File: src/rtl/pwm_duty_controller.sv
// Push-button duty-step sequencer for the PWM generator: synchronise, debounce,
// saturate a shadow target, and commit it to the datapath only at period ends.
module pwm_duty_controller #(
    parameter int DUTY_W          = 4,
    parameter int DUTY_MAX        = 10,
    parameter int DUTY_RESET      = 5,
    parameter int DEBOUNCE_CYCLES = 4
) (
    input  logic              clk,
    input  logic              rst,
    input  logic              inc_btn_in,
    input  logic              dec_btn_in,
    input  logic              period_end_in,
    output logic [DUTY_W-1:0] duty_out,
    output logic              update_out,
    output logic              pending_out,
    output logic              at_max_out,
    output logic              at_min_out
);

    localparam int CNT_W = $clog2(DEBOUNCE_CYCLES + 1);
    localparam logic [CNT_W-1:0]  CNT_LAST = CNT_W'(DEBOUNCE_CYCLES - 1);
    localparam logic [DUTY_W-1:0] TGT_MAX  = DUTY_W'(DUTY_MAX);
    localparam logic [DUTY_W-1:0] TGT_RST  = DUTY_W'(DUTY_RESET);

    // Bit 0 is the increase button, bit 1 the decrease button.
    logic [1:0]        w_btn;
    logic [1:0]        r_sync1;
    logic [1:0]        r_sync2;
    logic [1:0]        r_stable;
    logic [1:0]        w_press;
    logic [CNT_W-1:0]  r_cnt [2];
    logic [DUTY_W-1:0] r_target;
    logic [DUTY_W-1:0] r_duty;
    logic              r_update;

    assign w_btn = {dec_btn_in, inc_btn_in};

    // A press is the edge where the debounced level is about to flip 0->1.
    always_comb begin
        w_press = '0;
        for (int unsigned i = 0; i < 2; i++) begin
            w_press[i] = r_sync2[i] && !r_stable[i] && (r_cnt[i] == CNT_LAST);
        end
    end

    always_ff @(posedge clk) begin
        if (rst) begin
            r_sync1  <= '0;
            r_sync2  <= '0;
            r_stable <= '0;
            for (int unsigned i = 0; i < 2; i++) begin
                r_cnt[i] <= '0;
            end
        end else begin
            r_sync1 <= w_btn;
            r_sync2 <= r_sync1;
            for (int unsigned i = 0; i < 2; i++) begin
                if (r_sync2[i] == r_stable[i]) begin
                    r_cnt[i] <= '0;
                end else if (r_cnt[i] == CNT_LAST) begin
                    r_stable[i] <= r_sync2[i];
                    r_cnt[i]    <= '0;
                end else begin
                    r_cnt[i] <= r_cnt[i] + 1'b1;
                end
            end
        end
    end

    // Commit reads the pre-edge target, so a press on a period end waits a period.
    always_ff @(posedge clk) begin
        if (rst) begin
            r_target <= TGT_RST;
            r_duty   <= TGT_RST;
            r_update <= 1'b0;
        end else begin
            case (w_press)
                2'b01: if (r_target < TGT_MAX) r_target <= r_target + 1'b1;
                2'b10: if (r_target != '0)     r_target <= r_target - 1'b1;
                default: ;
            endcase
            if (period_end_in && (r_target != r_duty)) begin
                r_duty   <= r_target;
                r_update <= 1'b1;
            end else begin
                r_update <= 1'b0;
            end
        end
    end

    assign duty_out    = r_duty;
    assign update_out  = r_update;
    assign pending_out = (r_target != r_duty);
    assign at_max_out  = (r_target == TGT_MAX);
    assign at_min_out  = (r_target == '0);

endmodule

File: config.mk
export PLATFORM = sky130hd
export DESIGN_NAME = pwm_duty_controller
export DESIGN_NICKNAME = d
export VERILOG_FILES = /design/src/rtl/pwm_duty_controller.sv
export SDC_FILE = /design/constraint.sdc
export NUM_CORES = 1
export LEC_CHECK = 0
export ABC_CLOCK_PERIOD_IN_PS = 3700
export CAP_MARGIN = 10
export CORE_MARGIN = 1
export CORE_UTILIZATION = 55
export CTS_BUF_LIST = sky130_fd_sc_hd__clkbuf_8 sky130_fd_sc_hd__clkbuf_16
export CTS_CLUSTER_DIAMETER = 100
export DETAILED_ROUTE_END_ITERATION = 10
export DONT_BUFFER_PORTS = 1
export PLACE_DENSITY = 0.8
export SYNTH_ARGS = -nofsm -noshare
export SYNTH_HDL_FRONTEND = slang
export SYNTH_SLANG_ARGS = --single-unit
export TNS_END_PERCENT = 100
File: constraint.sdc
create_clock -name clk -period 3.7 [get_ports clk]
set_input_delay 0.74 -clock clk [delete_from_list [all_inputs] [get_ports clk]]
set_output_delay 0.74 -clock clk [all_outputs]
set_load 0.05 [all_outputs]
======== After elaboration in Yosys (flattened, before gate mapping) ========
Memory sizes are Yosys's and may differ from the RTL's.
Index checks and enable logic that the tools add are counted.
cells by class
  equal/unequal tests ..................... 10
  bitwise logic cells ..................... 8
  mux-type cells .......................... 34
  $add $sub $neg .......................... 4
  $lt $le $gt $ge ......................... 1
  reductions and logical operators ........ 13
operators by type and width
  cell                                                                count
  1-bit 2-to-1 mux                                                    25
  3-bit 2-to-1 mux                                                    6
  4-bit 2-to-1 mux                                                    2
  4-bit one-hot mux with 2 select lines                               1
  3-bit by 1-bit adder with 3-bit output, second input constant       2
  3-bit by 2-bit == test with 1-bit output, second input constant     2
  1-bit bitwise OR                                                    6
  1-bit logical AND                                                   5
  4-bit by 1-bit adder with 4-bit output, second input constant       1
  4-bit == test, second input constant                                1
  4-bit zero test                                                     1
  4-bit less-than comparator, second input constant                   1
  2-bit inequality test, second input constant                        2
  4-bit inequality test                                               1
  2-bit AND reduction                                                 2
  4-bit nonzero test                                                  1
  4-bit by 1-bit subtractor with 4-bit output, second input constant  1
  3-bit AND reduction                                                 1
  1-bit == test                                                       2
  2-bit by 1-bit == test with 1-bit output, second input constant     1
  2-bit == test, second input constant                                1
  1-bit zero test                                                     2
  1-bit NOT                                                           2
  2-bit nonzero test                                                  1
word-level totals
  input port bits ......................... 5
  bits in writable memories ............... 6
  output and inout bits ................... 8
  flip-flop bits (word level) ............. 15
  memories ................................ 1
  logic and storage cells ................. 78
memory list
  memory  words  width  read ports  clocked after Yosys merged registers in  write ports  line  RTL
  r_cnt   2      3      2           0                                        2            32    logic [CNT_W-1:0] r_cnt [2];

======== Logic depth before layout (Yosys ltp) ========
Gate-level depths: netlist of run 1.
  depth in word-level cells ............... 7
  depth in mapped cells ................... 10
  depth with buffers taken out ............ 9

======== Least setup slack after synthesis of run 1 ========
No wires, ideal clock.
  path type ............................... register to register
  start ................................... memory r_cnt[0][0] (netlist name)
  end ..................................... register r_target[2]
  data required time ...................... 3.628 ns
  setup slack ............................. 1.105 ns
  buffers on the path ..................... 1
  stages on the path, launching flop included .. 11
  arrival time ............................ 2.523 ns
  period minus slack after synthesis ...... 2.595 ns
  library setup time ...................... 0.072 ns
  cell sequence ........................... edfxtp_1 -> ha_1 -> ha_1 -> and2_4 -> buf_6 -> or2_2 -> xnor2_1 -> ha_1 -> or4_4 -> a2bb2oi_2 -> mux2i_1
RTL lines
  what                    line  RTL
  start: declaration      32
  end signal: assignment  79    2'b01: if (r_target < TGT_MAX) r_target <= r_target + 1'b1;
  end signal: assignment  80    2'b10: if (r_target != '0) r_target <= r_target - 1'b1;
  end: declaration        33    logic [DUTY_W-1:0] r_target;

==> results of run 1 <==
## power by group through the flow
stage	Clock [mW]	Combinational, mW	Sequential, mW
3_3_place_gp	0	0.0232	0.260
6_report	0.148	0.0242	0.255
3_5_place_dp	0	0.0242	0.260
2_1_floorplan	0	0.0266	0.258
4_1_cts	0.151	0.0242	0.255
5_1_grt	0.160	0.0275	0.255
## worst min-delay path by stage
stage                from         end  slack (ns)  depth (start not counted)
2_1_floorplan  r_sync1[0]  r_sync2[0]        0.41                          1
3_3_place_gp   r_sync1[0]  r_sync2[0]        0.42                          1
4_1_cts        r_sync1[0]  r_sync2[0]        0.46                          1
6_report       r_sync1[0]  r_sync2[0]        0.45                          1
3_5_place_dp   r_sync1[0]  r_sync2[0]        0.45                          1
5_1_grt        r_sync1[0]  r_sync2[0]        0.47                          1
## area by class of cell
class	count	area, µm²
Sequential cell	21	480
Tap cell	25	31.3
Clock buffer	3	41.3
Clock inverter	1	5.00
Inverter	6	22.5
Fill cell	160	642
Timing Repair Buffer	1	7.51
Multi-Input combinational cell	73	534
## flip-flops by register name, summed over array words and instances (netlist names)
signal / count
duty_out: 4
r_cnt: 6
r_stable: 2
r_sync1: 2
r_sync2: 2
r_target: 4
update_out: 1
## per-layer routing
metal / up-vias / GRT usage [%] / wire (µm) / share of wire [%]
met2: 9 / 31.0 / 828 / 51
li1: 364 / - / - / -
met1: 353 / 20.3 / 729 / 45
met3: 2 / 4.76 / 48 / 2.9
met4: 0 / 7.06 / 21 / 1.3
met5: - / 0 / 0 / 0
## cells by family (layout without fill, tap and decap cells)
group           Yosys count  count (layout)  share of synthesized area, %
simple gates             33              33                          20.6
flops                    21              21                          45.2
compound gates           19              19                          12.4
buf+inv                  13              11                          6.24
fa+ha+maj                 7               7                          8.24
xor+xnor                  5               5                          4.12
mux                       3               3                          2.83
other cells               1               6                         0.353
## worst reg2reg max path, delay by kind of cell, from the launching register on
family,cells,cell delay (ns)
AOI/OAI and AO/OA,1,0.16
xor gates and xnor gates,1,0.14
adders and majority gates,3,0.67
DFF,1,0.40
muxes,1,0.18
and+or+nand+nor,3,1.05
## layout by cell type, fill, tap and decap left out, types with 2 or more instances in the layout
cell / synthesis / final
a211o_1: 2 / 2
edfxtp_1: 6 / 6
xnor2_1: 5 / 5
ha_1: 7 / 7
clkbuf_8: 0 / 3
conb_1: 1 / 6
nor4_1: 4 / 4
a31oi_1: 2 / 2
nand2_1: 3 / 3
o21ai_0: 6 / 6
nor4b_1: 2 / 2
nor2b_1: 7 / 7
dfxtp_1: 15 / 15
mux2i_1: 3 / 3
a21oi_1: 3 / 3
inv_1: 6 / 6
nor2_1: 6 / 6
## metrics by stage
step / util, % / total power, mW
after floorplan: - / 0.284
final: 63.6 / 0.426
after detailed placement: 61.0 / 0.284
after CTS: 63.6 / 0.430
after global placement: 61.0 / 0.283
after global routing: 63.6 / 0.443
==> flow_metrics.py, run 1 <==
metrics = {
    "detailed_routing": {
        "ant_nets": 0,
        "wl_per_cell_um": 12.5,
        "vias_per_cell": 5.60,
        "drtIter0Drc": 12,
        "num_vias": 728,
        "wirelength_um": 1630,
        "drc": 0,
        "firstDrtPassIters": 4,
    },
    "yosys": {
        "async_flop_share_pct": 0,
        "synth_seq_cells": 21,
        "yosysUniqueCellTypes": 36,
        "ys.flop_type": "dfxtp_1",
        "synth-edff-count": 6,
        "yosys-top-cells-area": "dfxtp_1, edfxtp_1, ha_1",
        "netlist_area_mm2": 0.00106,
        "netlist_instances": 102,
        "synthTopCellsByCount": "dfxtp_1, ha_1, nor2b_1",
        "yosysTopAreaCellShare_pct": 28.3,
        "syn_area_per_cell_um2": 10.4,
        "yosysWarnings": 0,
        "synth_most_common_cell": "dfxtp_1",
        "seq_area_frac_synth_pct": 45.2,
        "yosys.area.top_type": "dfxtp_1",
    },
    "setup_path": {
        "crit_path_start": "r_cnt[0][0]",
        "worstSetupPathType": "reg2reg",
        "r2r-end": "r_target[2]",
        "r2r_slack_ns": 1.04,
        "cp_common_cell": "ha_1",
        "cp-start-kind": "flop",
        "crit_path_end": "r_target[2]",
        "crit_arrival_ns": 2.85,
        "end_kind": "flop",
        "cp_top_family": "simple AND/OR/NAND/NOR gates",
        "r2r-start": "r_cnt[0][0]",
        "required_ns": 3.89,
        "crit_fanout": 8,
        "cpPeakStageDelay_ns": 0.51,
        "reg2regPathDepth": 9,
        "path_cells": "ha_1 > ha_1 > and2_4 > or2_2 > xnor2_1 > ha_1 > or4_4 > a2bb2oi_2 > mux2i_1",
        "worst-path-buf-inv": 0,
        "cp.depth": 9,
        "slowest_stage": "or4_4",
    },
    "floorplanning": {
        "die-width_um": 45.9,
        "coreArea_mm2": 0.00176,
        "initial_core_util_pct": 60.2,
        "ios": 13,
        "dieArea_mm2": 0.00211,
        "die_h_um": 45.9,
        "rows": 15,
    },
    "place": {
        "port_buffers": 0,
        "place_congestion": 0.827,
        "placed_cells": 126,
        "dp.final_hpwl_um": 1210,
        "pre_cts_slack_ns": 1.05,
        "place_area_mm2": 0.00108,
    },
    "clocking": {
        "numCtsBuffers": 3,
        "cts_tree": "built",
        "cts_hold_buf": 0,
        "postCtsResizedCells": 0,
        "cts-root-buf": "clkbuf_8",
        "post-cts-setup-buffers": 0,
        "cts_max_level": 1,
        "clk_path_buf_depth": 2,
        "clkTransAtPathRegs_ns": 0.07,
        "clkLatencyLatePin_ns": 0.26,
        "cts_sinks": 21,
    },
    "cells_and_area": {
        "num-nets-final": 118,
        "fin_cells": 130,
        "area_growth_pct": 5.65,
        "antenna_cells": 0,
        "drive_gt1_share_pct": 11.4,
        "design_area_mm2": 0.00112,
    },
    "power": {
        "pwr-share-seq_pct": 59.7,
        "clock_power_share_pct": 34.6,
        "power_density_mw_per_mm2": 380,
        "power_switching_mw": 0.0978,
        "ir_worst_vdd_mv": 0.325,
        "internal-power_mw": 0.328,
        "power.leakage_nw": 0.438,
        "power_switching_share_pct": 22.9,
        "power_frac_comb_pct": 5.7,
    },
    "min_path": {
        "hp-class": "reg2reg",
    },
    "timing": {
        "tightestPinTransition_ns": 0.818,
        "skew_ns": 0.00304,
        "finalCritPeriodShare_pct": 71.9,
        "fin_tns_setup_ns": 0,
        "finalHoldWorstSlack_ns": 0.452,
        "finalSetupViolCount": 0,
        "worst_slack_ns": 1.04,
        "timing.fmax_ghz": 0.376,
        "hold_violations": 0,
        "drv_slew": 0,
        "max-slew-margin-rel_pct": 45.1,
        "period_minus_slack_ns": 2.66,
        "rsz0062_at_grt": "false",
    },
    "outcome": {
        "outcome": "finished, final reports clean",
    },
    "global_route": {
        "track_usage_pct": 17.8,
        "grt_overflow": 0,
        "grt_pass1_wl_um": 2660,
        "grt_max_degree": 23,
        "antenna_found_initial": 0,
        "grt_pass1_vias": 686,
    },
    "run": {
        "maxCapViolCount": 0,
    },
}
No activity file was read; power rests on OpenSTA's default activity.
==> run 2, diff against run 1 <==
--- a/config.mk
+++ b/config.mk
@@ -5,15 +5,15 @@
 export SDC_FILE = /design/constraint.sdc
 export NUM_CORES = 1
 export LEC_CHECK = 0
-export ABC_CLOCK_PERIOD_IN_PS = 3700
+export ABC_CLOCK_PERIOD_IN_PS = 2160
 export CAP_MARGIN = 10
 export CORE_MARGIN = 1
-export CORE_UTILIZATION = 55
+export CORE_UTILIZATION = 54
 export CTS_BUF_LIST = sky130_fd_sc_hd__clkbuf_8 sky130_fd_sc_hd__clkbuf_16
 export CTS_CLUSTER_DIAMETER = 100
 export DETAILED_ROUTE_END_ITERATION = 10
 export DONT_BUFFER_PORTS = 1
-export PLACE_DENSITY = 0.8
+export PLACE_DENSITY = 0.82
 export SYNTH_ARGS = -nofsm -noshare
 export SYNTH_HDL_FRONTEND = slang
 export SYNTH_SLANG_ARGS = --single-unit
==> constraint.sdc (replaced) <==
create_clock -name clk -period 2.16 [get_ports clk]
set_input_delay 0.432 -clock clk [delete_from_list [all_inputs] [get_ports clk]]
set_output_delay 0.432 -clock clk [all_outputs]
set_load 0.05 [all_outputs]
==> run 2 against run 1 <==
  * The run now ends with setup timing left
  * Count of clock-buffer cells in the layout unchanged
  * Routed wire length up 23%
  * Setup slack worse by 1.2 ns
  * Non-clock buffer count up 15
  * Design area up 12%
  * Combinational power rose to 2.7 times the previous value
  * Final cell count up 12%
  * Clock skew about the same
==> flow_metrics.py, run 2 (same netlist as run 1, synthesis figures left out) <==
metrics = {
    "place": {
        "place_area_mm2": 0.00119,
        "dp.final_hpwl_um": 1400,
        "pre_cts_slack_ns": -0.143,
        "port_buffers": 0,
        "place_congestion": 0.726,
    },
    "clocking": {
        "clk_path_buf_depth": 2,
        "numCtsBuffers": 3,
        "clkLatencyLatePin_ns": 0.26,
        "clkTransAtPathRegs_ns": 0.08,
        "cts-root-buf": "clkbuf_8",
        "cts_tree": "built",
        "cts_sinks": 21,
        "cts_max_level": 1,
    },
    "cells_and_area": {
        "design_area_mm2": 0.00126,
        "mostFrequentLayoutCells": "buf_4, dfxtp_1, inv_1, nor2b_1",
        "antenna_cells": 0,
        "largest_reg_flops": 6,
        "area_growth_pct": 18.7,
        "num-nets-final": 133,
        "regMostFlops": "r_cnt",
        "drive_gt1_share_pct": 25.0,
        "fillers": 128,
        "layout_commonest_cell": "buf_4",
    },
    "timing": {
        "fin_tns_setup_ns": -0.114,
        "skew_ns": 0.00269,
        "worst_slack_ns": -0.114,
        "finalHoldWorstSlack_ns": 0.231,
        "rsz0062_at_grt": "true",
        "period_minus_slack_ns": 2.27,
        "drv_slew": 0,
        "timing.fmax_ghz": 0.440,
        "finalSetupViolCount": 1,
        "finalCritPeriodShare_pct": 105,
        "hold_violations": 0,
    },
    "setup_path": {
        "worstSetupPathType": "reg2reg",
        "cp-start-kind": "flop",
        "slowest_stage": "edfxtp_1",
        "cp_top_family": "simple AND/OR/NAND/NOR gates",
        "cp_common_cell": "ha_2",
        "crit_fanout": 2,
        "required_ns": 2.36,
        "path_cells": "ha_2 > ha_4 > and2_4 > or2_4 > xnor2_2 > ha_2 > or4_4 > a2bb2oi_2 > mux2i_1",
        "cp.depth": 9,
        "end_kind": "flop",
        "worst-path-buf-inv": 0,
        "cpPeakStageDelay_ns": 0.42,
        "crit_arrival_ns": 2.47,
        "reg2regPathDepth": 9,
    },
    "floorplanning": {
        "coreArea_mm2": 0.00178,
        "die-width_um": 46.4,
        "die_h_um": 46.4,
        "dieArea_mm2": 0.00215,
        "initial_core_util_pct": 59.6,
        "ios": 13,
        "rows": 15,
    },
    "detailed_routing": {
        "wl_per_cell_um": 13.8,
        "num_vias": 795,
        "drc": 0,
        "firstDrtPassIters": 4,
        "wirelength_um": 2010,
        "drtIter0Drc": 21,
        "vias_per_cell": 5.48,
        "ant_nets": 0,
    },
    "global_route": {
        "antenna_found_initial": 0,
        "track_usage_pct": 23.0,
        "grt_max_degree": 23,
        "grt_pass1_vias": 787,
        "grt_overflow": 0,
        "grt_pass1_wl_um": 3420,
    },
    "outcome": {
        "violations": "setup timing",
        "outcome": "finished, violations left",
    },
    "min_path": {
        "worstHoldPathCells": 1,
        "hp-class": "in2reg",
    },
    "power": {
        "power_density_mw_per_mm2": 592,
        "power.leakage_nw": 0.518,
        "ir_worst_vdd_mv": 0.564,
    },
    "run": {
        "maxCapViolCount": 0,
    },
}
run 2: repair_timing:
| action | in CTS | in global routing |
|---|---|---|
| endpoints found under the setup margin | 1 | 1 |
| hold buffers | 0 | 0 |
| pin swaps | 6 | 3 |
| setup buffers | 2 | 1 |
| gates resized for setup | 0 | 0 |
run 2: path summary, 6_finish.rpt:
path | end | slack, ns | startpoint
setup / recovery | r_target[2] | -0.11 | r_cnt[0][0]
hold reg to reg | r_sync2[0] | 0.45 | r_sync1[0]
hold / removal | duty_out[3] | 0.23 | rst
setup reg to reg | r_target[2] | -0.11 | r_cnt[0][0]
run 2: where the power goes:
group          internal (mW)  total [mW]  switching [mW]
Combinational         0.0290      0.0659          0.0369
Sequential             0.417       0.428          0.0107
Clock                  0.127       0.252           0.126
run 2: final cells by class:
cell class | count | area (µm²) | share of cell area (%)
clock buffers | 3 | 41.3 | 3.27
clock inverters | 1 | 3.75 | 0.298
multi-input cells | 73 | 562 | 44.5
well taps | 25 | 31.3 | 2.48
repair buffers | 16 | 120 | 9.52
inverters | 6 | 22.5 | 1.79
flip-flops and latches | 21 | 480 | 38.1
run 2: per-stage QoR:
| stage | instances | power [mW] | util, % |
|---|---|---|---|
| after floorplan | 107 | 0.489 | - |
| after global placement | 138 | 0.497 | 66.9 |
| after detailed placement | 138 | 0.500 | 66.9 |
| after CTS | 144 | 0.745 | 70.3 |
| after global routing | 145 | 0.765 | 70.7 |
| final | 145 | 0.746 | 70.7 |
run 2: layer usage:
metal  GRT usage [%]  up-vias  share of wire [%]
li1                -      392                  -
met1            26.8      388                 43
met2            40.6       10                 52
met3            4.71        5                2.9
met4            8.82        0                1.7
met5               0        -                  0
